==> src/rtl/uart_pkg.sv <==
// Shared FSM state type, parity mode encodings and default-divisor helper
// for the configurable UART transmitter.
package uart_pkg;

    typedef enum logic [2:0] {
        ST_IDLE   = 3'd0,
        ST_START  = 3'd1,
        ST_DATA   = 3'd2,
        ST_PARITY = 3'd3,
        ST_STOP   = 3'd4
    } tx_state_e;

    localparam logic [1:0] PAR_NONE = 2'b00;
    localparam logic [1:0] PAR_EVEN = 2'b01;
    localparam logic [1:0] PAR_ODD  = 2'b10;

    function automatic int div_default(input int clock_freq, input int baud_rate);
        return clock_freq / baud_rate;
    endfunction

endpackage

==> src/rtl/uart_tx_fifo.sv <==
// Synchronous FIFO with first-word-fall-through read data; DEPTH must be a
// power of two so the pointers wrap naturally.
module uart_tx_fifo #(
    parameter int WIDTH = 8,
    parameter int DEPTH = 4
) (
    input  logic                   clk,
    input  logic                   rst,
    input  logic                   push_i,
    input  logic [WIDTH-1:0]       wdata_i,
    input  logic                   pop_i,
    output logic [WIDTH-1:0]       rdata_o,
    output logic                   full_o,
    output logic                   empty_o,
    output logic [$clog2(DEPTH):0] count_o
);
    localparam int AW = $clog2(DEPTH);

    logic [WIDTH-1:0] mem [DEPTH];
    logic [AW-1:0]    wr_ptr_q;
    logic [AW-1:0]    rd_ptr_q;
    logic [AW:0]      count_q;
    logic             push_ok;
    logic             pop_ok;

    assign full_o  = (count_q == (AW+1)'(DEPTH));
    assign empty_o = (count_q == '0);
    assign push_ok = push_i && !full_o;
    assign pop_ok  = pop_i && !empty_o;
    assign rdata_o = mem[rd_ptr_q];
    assign count_o = count_q;

    always_ff @(posedge clk) begin
        if (push_ok) begin
            mem[wr_ptr_q] <= wdata_i;
        end
    end

    always_ff @(posedge clk or posedge rst) begin
        if (rst) begin
            wr_ptr_q <= '0;
            rd_ptr_q <= '0;
            count_q  <= '0;
        end else begin
            if (push_ok) wr_ptr_q <= wr_ptr_q + 1'b1;
            if (pop_ok)  rd_ptr_q <= rd_ptr_q + 1'b1;
            // Simultaneous push and pop leaves occupancy unchanged.
            case ({push_ok, pop_ok})
                2'b10:   count_q <= count_q + 1'b1;
                2'b01:   count_q <= count_q - 1'b1;
                default: count_q <= count_q;
            endcase
        end
    end

endmodule

==> src/rtl/uart_tx_fifo_cfg.sv <==
// FIFO-fed UART transmitter with runtime divisor, 1/2 stop bits and
// optional parity (built only when UART_TX_PARITY_EN is defined).
module uart_tx_fifo_cfg
    import uart_pkg::*;
#(
    parameter int CLOCK_FREQ = 100_000_000,
    parameter int BAUD_RATE  = 115_200,
    parameter int DATA_BITS  = 8,
    parameter int FIFO_DEPTH = 4,
    parameter int DIV_WIDTH  = 16
) (
    input  logic                        clk,
    input  logic                        rst,
    input  logic [DIV_WIDTH-1:0]        baud_div,
    input  logic                        two_stop,
    input  logic [1:0]                  parity_mode,
    input  logic [DATA_BITS-1:0]        data_in,
    input  logic                        data_in_valid,
    output logic                        data_in_ready,
    output logic                        busy,
    output logic [$clog2(FIFO_DEPTH):0] fifo_count,
    output logic                        serial_out
);
    localparam logic [DIV_WIDTH-1:0] DIV_DEF = DIV_WIDTH'(div_default(CLOCK_FREQ, BAUD_RATE));

    tx_state_e            state_q;
    logic                 serial_q;
    logic [DATA_BITS-1:0] shift_q;
    logic [DIV_WIDTH-1:0] div_q;
    logic [DIV_WIDTH-1:0] cnt_q;
    logic                 two_stop_q;
    logic                 par_en_q;
    logic                 par_bit_q;
    logic [3:0]           bit_cnt_q;

    logic [DIV_WIDTH-1:0] div_eff;
    logic [DATA_BITS-1:0] fifo_rdata;
    logic                 fifo_empty;
    logic                 fifo_full;
    logic                 tick;
    logic                 frame_end;
    logic                 pop;
    logic                 par_en_in;
    logic                 par_bit_in;

    uart_tx_fifo #(
        .WIDTH (DATA_BITS),
        .DEPTH (FIFO_DEPTH)
    ) u_fifo (
        .clk     (clk),
        .rst     (rst),
        .push_i  (data_in_valid),
        .wdata_i (data_in),
        .pop_i   (pop),
        .rdata_o (fifo_rdata),
        .full_o  (fifo_full),
        .empty_o (fifo_empty),
        .count_o (fifo_count)
    );

    always_comb begin
        div_eff = baud_div;
        if (baud_div == '0) begin
            div_eff = DIV_DEF;
        end else if (baud_div < DIV_WIDTH'(2)) begin
            div_eff = DIV_WIDTH'(2);
        end
    end

`ifdef UART_TX_PARITY_EN
    assign par_en_in  = (parity_mode == PAR_EVEN) || (parity_mode == PAR_ODD);
    assign par_bit_in = (^fifo_rdata) ^ (parity_mode == PAR_ODD);
`else
    logic unused_parity_mode;
    assign unused_parity_mode = ^parity_mode;
    assign par_en_in  = 1'b0;
    assign par_bit_in = 1'b0;
`endif

    assign tick      = (cnt_q == '0);
    assign frame_end = (state_q == ST_STOP) && tick && (!two_stop_q || bit_cnt_q[0]);
    // Popping at the end of a stop bit chains frames with no idle cycle.
    assign pop       = !fifo_empty && ((state_q == ST_IDLE) || frame_end);

    always_ff @(posedge clk or posedge rst) begin
        if (rst) begin
            state_q    <= ST_IDLE;
            serial_q   <= 1'b1;
            shift_q    <= '0;
            div_q      <= DIV_DEF;
            cnt_q      <= '0;
            two_stop_q <= 1'b0;
            par_en_q   <= 1'b0;
            par_bit_q  <= 1'b0;
            bit_cnt_q  <= '0;
        end else if (pop) begin
            state_q    <= ST_START;
            serial_q   <= 1'b0;
            shift_q    <= fifo_rdata;
            div_q      <= div_eff;
            cnt_q      <= div_eff - 1'b1;
            two_stop_q <= two_stop;
            par_en_q   <= par_en_in;
            par_bit_q  <= par_bit_in;
            bit_cnt_q  <= '0;
        end else if (state_q != ST_IDLE) begin
            if (!tick) begin
                cnt_q <= cnt_q - 1'b1;
            end else begin
                cnt_q <= div_q - 1'b1;
                case (state_q)
                    ST_START: begin
                        state_q  <= ST_DATA;
                        serial_q <= shift_q[0];
                        shift_q  <= shift_q >> 1;
                    end
                    ST_DATA: begin
                        if (bit_cnt_q == 4'(DATA_BITS - 1)) begin
                            bit_cnt_q <= '0;
                            if (par_en_q) begin
                                state_q  <= ST_PARITY;
                                serial_q <= par_bit_q;
                            end else begin
                                state_q  <= ST_STOP;
                                serial_q <= 1'b1;
                            end
                        end else begin
                            bit_cnt_q <= bit_cnt_q + 1'b1;
                            serial_q  <= shift_q[0];
                            shift_q   <= shift_q >> 1;
                        end
                    end
`ifdef UART_TX_PARITY_EN
                    ST_PARITY: begin
                        state_q  <= ST_STOP;
                        serial_q <= 1'b1;
                    end
`endif
                    ST_STOP: begin
                        if (frame_end) begin
                            state_q <= ST_IDLE;
                        end else begin
                            bit_cnt_q <= bit_cnt_q + 1'b1;
                        end
                    end
                    default: begin
                        state_q  <= ST_IDLE;
                        serial_q <= 1'b1;
                    end
                endcase
            end
        end
    end

    assign serial_out    = serial_q;
    assign data_in_ready = !fifo_full;
    assign busy          = (state_q != ST_IDLE) || (fifo_count != '0);

endmodule

==> config.mk <==
export PLATFORM = sky130hd
export DESIGN_NAME = uart_tx_fifo_cfg
export DESIGN_NICKNAME = d
export VERILOG_FILES = /design/src/rtl/uart_pkg.sv /design/src/rtl/uart_tx_fifo.sv /design/src/rtl/uart_tx_fifo_cfg.sv
export SDC_FILE = /design/constraint.sdc
export NUM_CORES = 1
export LEC_CHECK = 0
export CAP_MARGIN = 20
export CORE_MARGIN = 1
export CORE_UTILIZATION = 32
export CTS_CLUSTER_DIAMETER = 60
export DETAILED_ROUTE_END_ITERATION = 8
export PLACE_DENSITY_LB_ADDON = 0.25
export SYNTH_ARGS = -nofsm -noshare
export SYNTH_HDL_FRONTEND = slang
export SYNTH_SLANG_ARGS = --single-unit
==> constraint.sdc <==
create_clock -name clk -period 7.5 [get_ports clk]
set_input_delay 1.875 -clock clk [delete_from_list [all_inputs] [get_ports clk]]
set_output_delay 1.875 -clock clk [all_outputs]
set_load 0.03 [all_outputs]
==> run metrics <==
status=complete, no violations; diode count=0; RePlAce Congestion=0.8318; Post-synth ARST share=0.6364; Detail Route Antenna Nets=0; Vias=3437; P_int=994.5 uW; Gate power share=0.235; sw frac=0.3149; DR DRC count=0; worst slack, placed=2084 ps; post-CTS setup buffers=0; Period minus WS final=5131 ps; IO Count=36; worst hold path class=flop to flop; CTS Hold Bufs=0; Clk network pwr share=0.315; total power=1.452 mW; Seq pwr share=0.450; global-route wire length before repair=18020 um; Max Clock Skew=6.991 ps; Root Driver=clkbuf_16; Crit Path Class=primary input to flop; Slew HR=0.3945; commonest non-fill, non-tap cell in the layout=nand2_1; NetSw=457.1 uW; number of CTS-inserted buffers=9; VDD IR max=0.1969 mV; Longest Clk Path Bufs=2; Area after DPL=5121 um2; Mapped Area=4626 um2; Worst-path clk slew=70 ps; GRT Util Overall=0.1570; Crit. End Element=flop; layout cell share with drive strength beyond 1=0.1062; Die Span Y=122.2 um; register bit total from synthesis=88; Mapped Nets=476; Yosys warnings=0; Critical Path AT=5350 ps; LEAKAGE=2.127 nW; Setup WS post-layout=2369 ps; synthesis-to-layout area growth=17.26%; Initial DRC Count=251; Synth Flop Type=dfrtp_1; post-route clock period utilization=0.6841; Synth Area per Inst=10.56 um2; Slew @ Worst Pin=908.2 ps; Worst EP required=7720 ps; die area=14940 um2; H-tree levels=3; post-route cell area=5424 um2; vias per inst=5.280; Post-Route WL=10600 um; crit-path max FO=8; final setup fails=0; setup TNS=0 ps; commonest non-fill, non-tap cells in the layout=69 x nand2_1, 50 x dfrtp_1, 34 x o21ai_0; Chip Width=122.2 um; Starting Density=0.3307; CTS Sinks=88; Final HPWL DP=7292 um; WL/cell=16.28 um; initial antenna violation count=0; Peak Freq=0.1949 GHz; TritonRoute pass-1 iters=4; post-synthesis cell count=438; RSZ-0062 raised after global routing=false; Post-synth EDFFs=32; Worst setup SP type=primary input; total gr overflow=0; nets=504; TritonCTS clock tree=done; post-CTS sizing=0; port bufs=33; pin count of the biggest net entering global routing=57; vias in the first global route=3513; maxcap violations=0; final core utilization=0.3877; Row Count=43; max-slew violation count=0; Final Hold Fails=0; PwrDens=267.6 nW/um2; distinct cell type count after synthesis=61; Seq/Total Area, Yosys=0.5123; Core Region=13990 um2; clk_lat worst skew=340 ps
## flip-flops by register name, summed over array words and instances, names as in the netlist
register / flops
u_fifo.mem: 32
cnt_q: 16
div_q: 16
two_stop_q: 1
u_fifo.wr_ptr_q: 2
bit_cnt_q: 4
state_q: 3
u_fifo.count_o: 3
u_fifo.rd_ptr_q: 2
shift_q: 8
serial_out: 1
## final timing paths
path	startpoint	end	slack, ps	cells past startpoint
min reg2reg	shift_q[0]$_DFFE_PP0P_	shift_q[0]$_DFFE_PP0P_	470	2
min	shift_q[0]$_DFFE_PP0P_	shift_q[0]$_DFFE_PP0P_	470	2
max in group asynchronous	rst	cnt_q[11]$_DFFE_PP0P_	4950	3
max reg2reg	state_q[2]$_DFFE_PP0P_	cnt_q[14]$_DFFE_PP0P_	3560	12
max	baud_div[10]	cnt_q[14]$_DFFE_PP0P_	2370	11
min in group asynchronous	rst	u_fifo.count_o[2]$_DFFE_PP0P_	2060	3
## critical path, cell delays in order
cell	delay, ps
clkdlybuf4s50_1	470
nor4_1	640
nand4_1	430
nand3_1	280
o21a_1	180
ha_1	200
inv_1	80
o41ai_4	490
and3_1	300
nor2_1	60
or3b_1	340
## power groups by stage
stage / logic (mW) / clock network (mW) / registers (mW)
after floorplan: 0.229 / 0 / 0.661
after global placement: 0.339 / 0 / 0.659
after detailed placement: 0.344 / 0 / 0.662
after CTS: 0.346 / 0.472 / 0.652
after global routing: 0.384 / 0.489 / 0.664
final: 0.342 / 0.457 / 0.653
## through the flow
step	hold slack, ps	cells
2_1_floorplan	441.3	438
3_3_place_gp	453.6	635
3_5_place_dp	462.2	635
4_1_cts	477.2	651
5_1_grt	492.6	651
6_report	474.9	651
## final cells by class
type	instances	area, um2
Clock buffer	9	225.2
Tap cell	180	225.2
Fill cell	1377	8564
Clock inverter	7	77.57
Multi-Input combinational cell	316	2113
Timing Repair Buffer	37	360.3
Sequential cell	88	2370
Inverter	14	52.55
## Yosys cell counts (2+ instances only)
library cell	count	area share
o21a_1	4	0.0065
nor3_2	2	0.0043
buf_2	6	0.0065
o22a_1	4	0.0076
dfrtp_1	50	0.27
ha_1	7	0.019
a31o_2	4	0.0076
buf_1	3	0.0024
a31oi_1	5	0.0068
and4_1	3	0.0057
nand3_1	6	0.0065
a21oi_1	17	0.018
xor2_1	6	0.011
mux4_2	8	0.039
or3_1	2	0.0027
mux2i_1	19	0.041
mux2_2	4	0.0097
o22ai_1	3	0.0041
clkbuf_1	10	0.0081
nor2_1	32	0.026
and2_1	2	0.0027
nand4_1	6	0.0081
xnor2_1	8	0.015
and3_1	6	0.0081
o31ai_1	4	0.0065
dfstp_2	6	0.034
a211o_1	2	0.0038
o21bai_1	2	0.0032
o21ai_0	34	0.037
nor4_1	6	0.0081
a211oi_1	2	0.0032
nand3b_1	4	0.0065
o211ai_1	5	0.0081
nand2_1	69	0.056
nand2b_1	4	0.0054
a22o_1	3	0.0057
nor3_1	13	0.014
edfxtp_1	32	0.21
or4_1	2	0.0032
inv_1	12	0.0097
## routing by layer
metal	vias to the layer above	GRT usage	wire, um
met5	-	0	0
met4	0	0.05030	119
met3	9	0.03903	468
met2	69	0.2542	4983
met1	1694	0.2055	5028
li1	1665	-	-
## logic make-up after synthesis
kind of cell | after synthesis | synth area share
buffers and inverters | 34 | 0.03083
XOR/XNOR | 14 | 0.02651
multiplexers | 31 | 0.08980
flip-flops | 88 | 0.5123
AND/OR/NAND/NOR | 163 | 0.1753
AO/OA/AOI/OAI | 100 | 0.1420
adder cells (fa/ha/maj) | 8 | 0.02326
No activity file was read; power rests on OpenSTA's default activity.
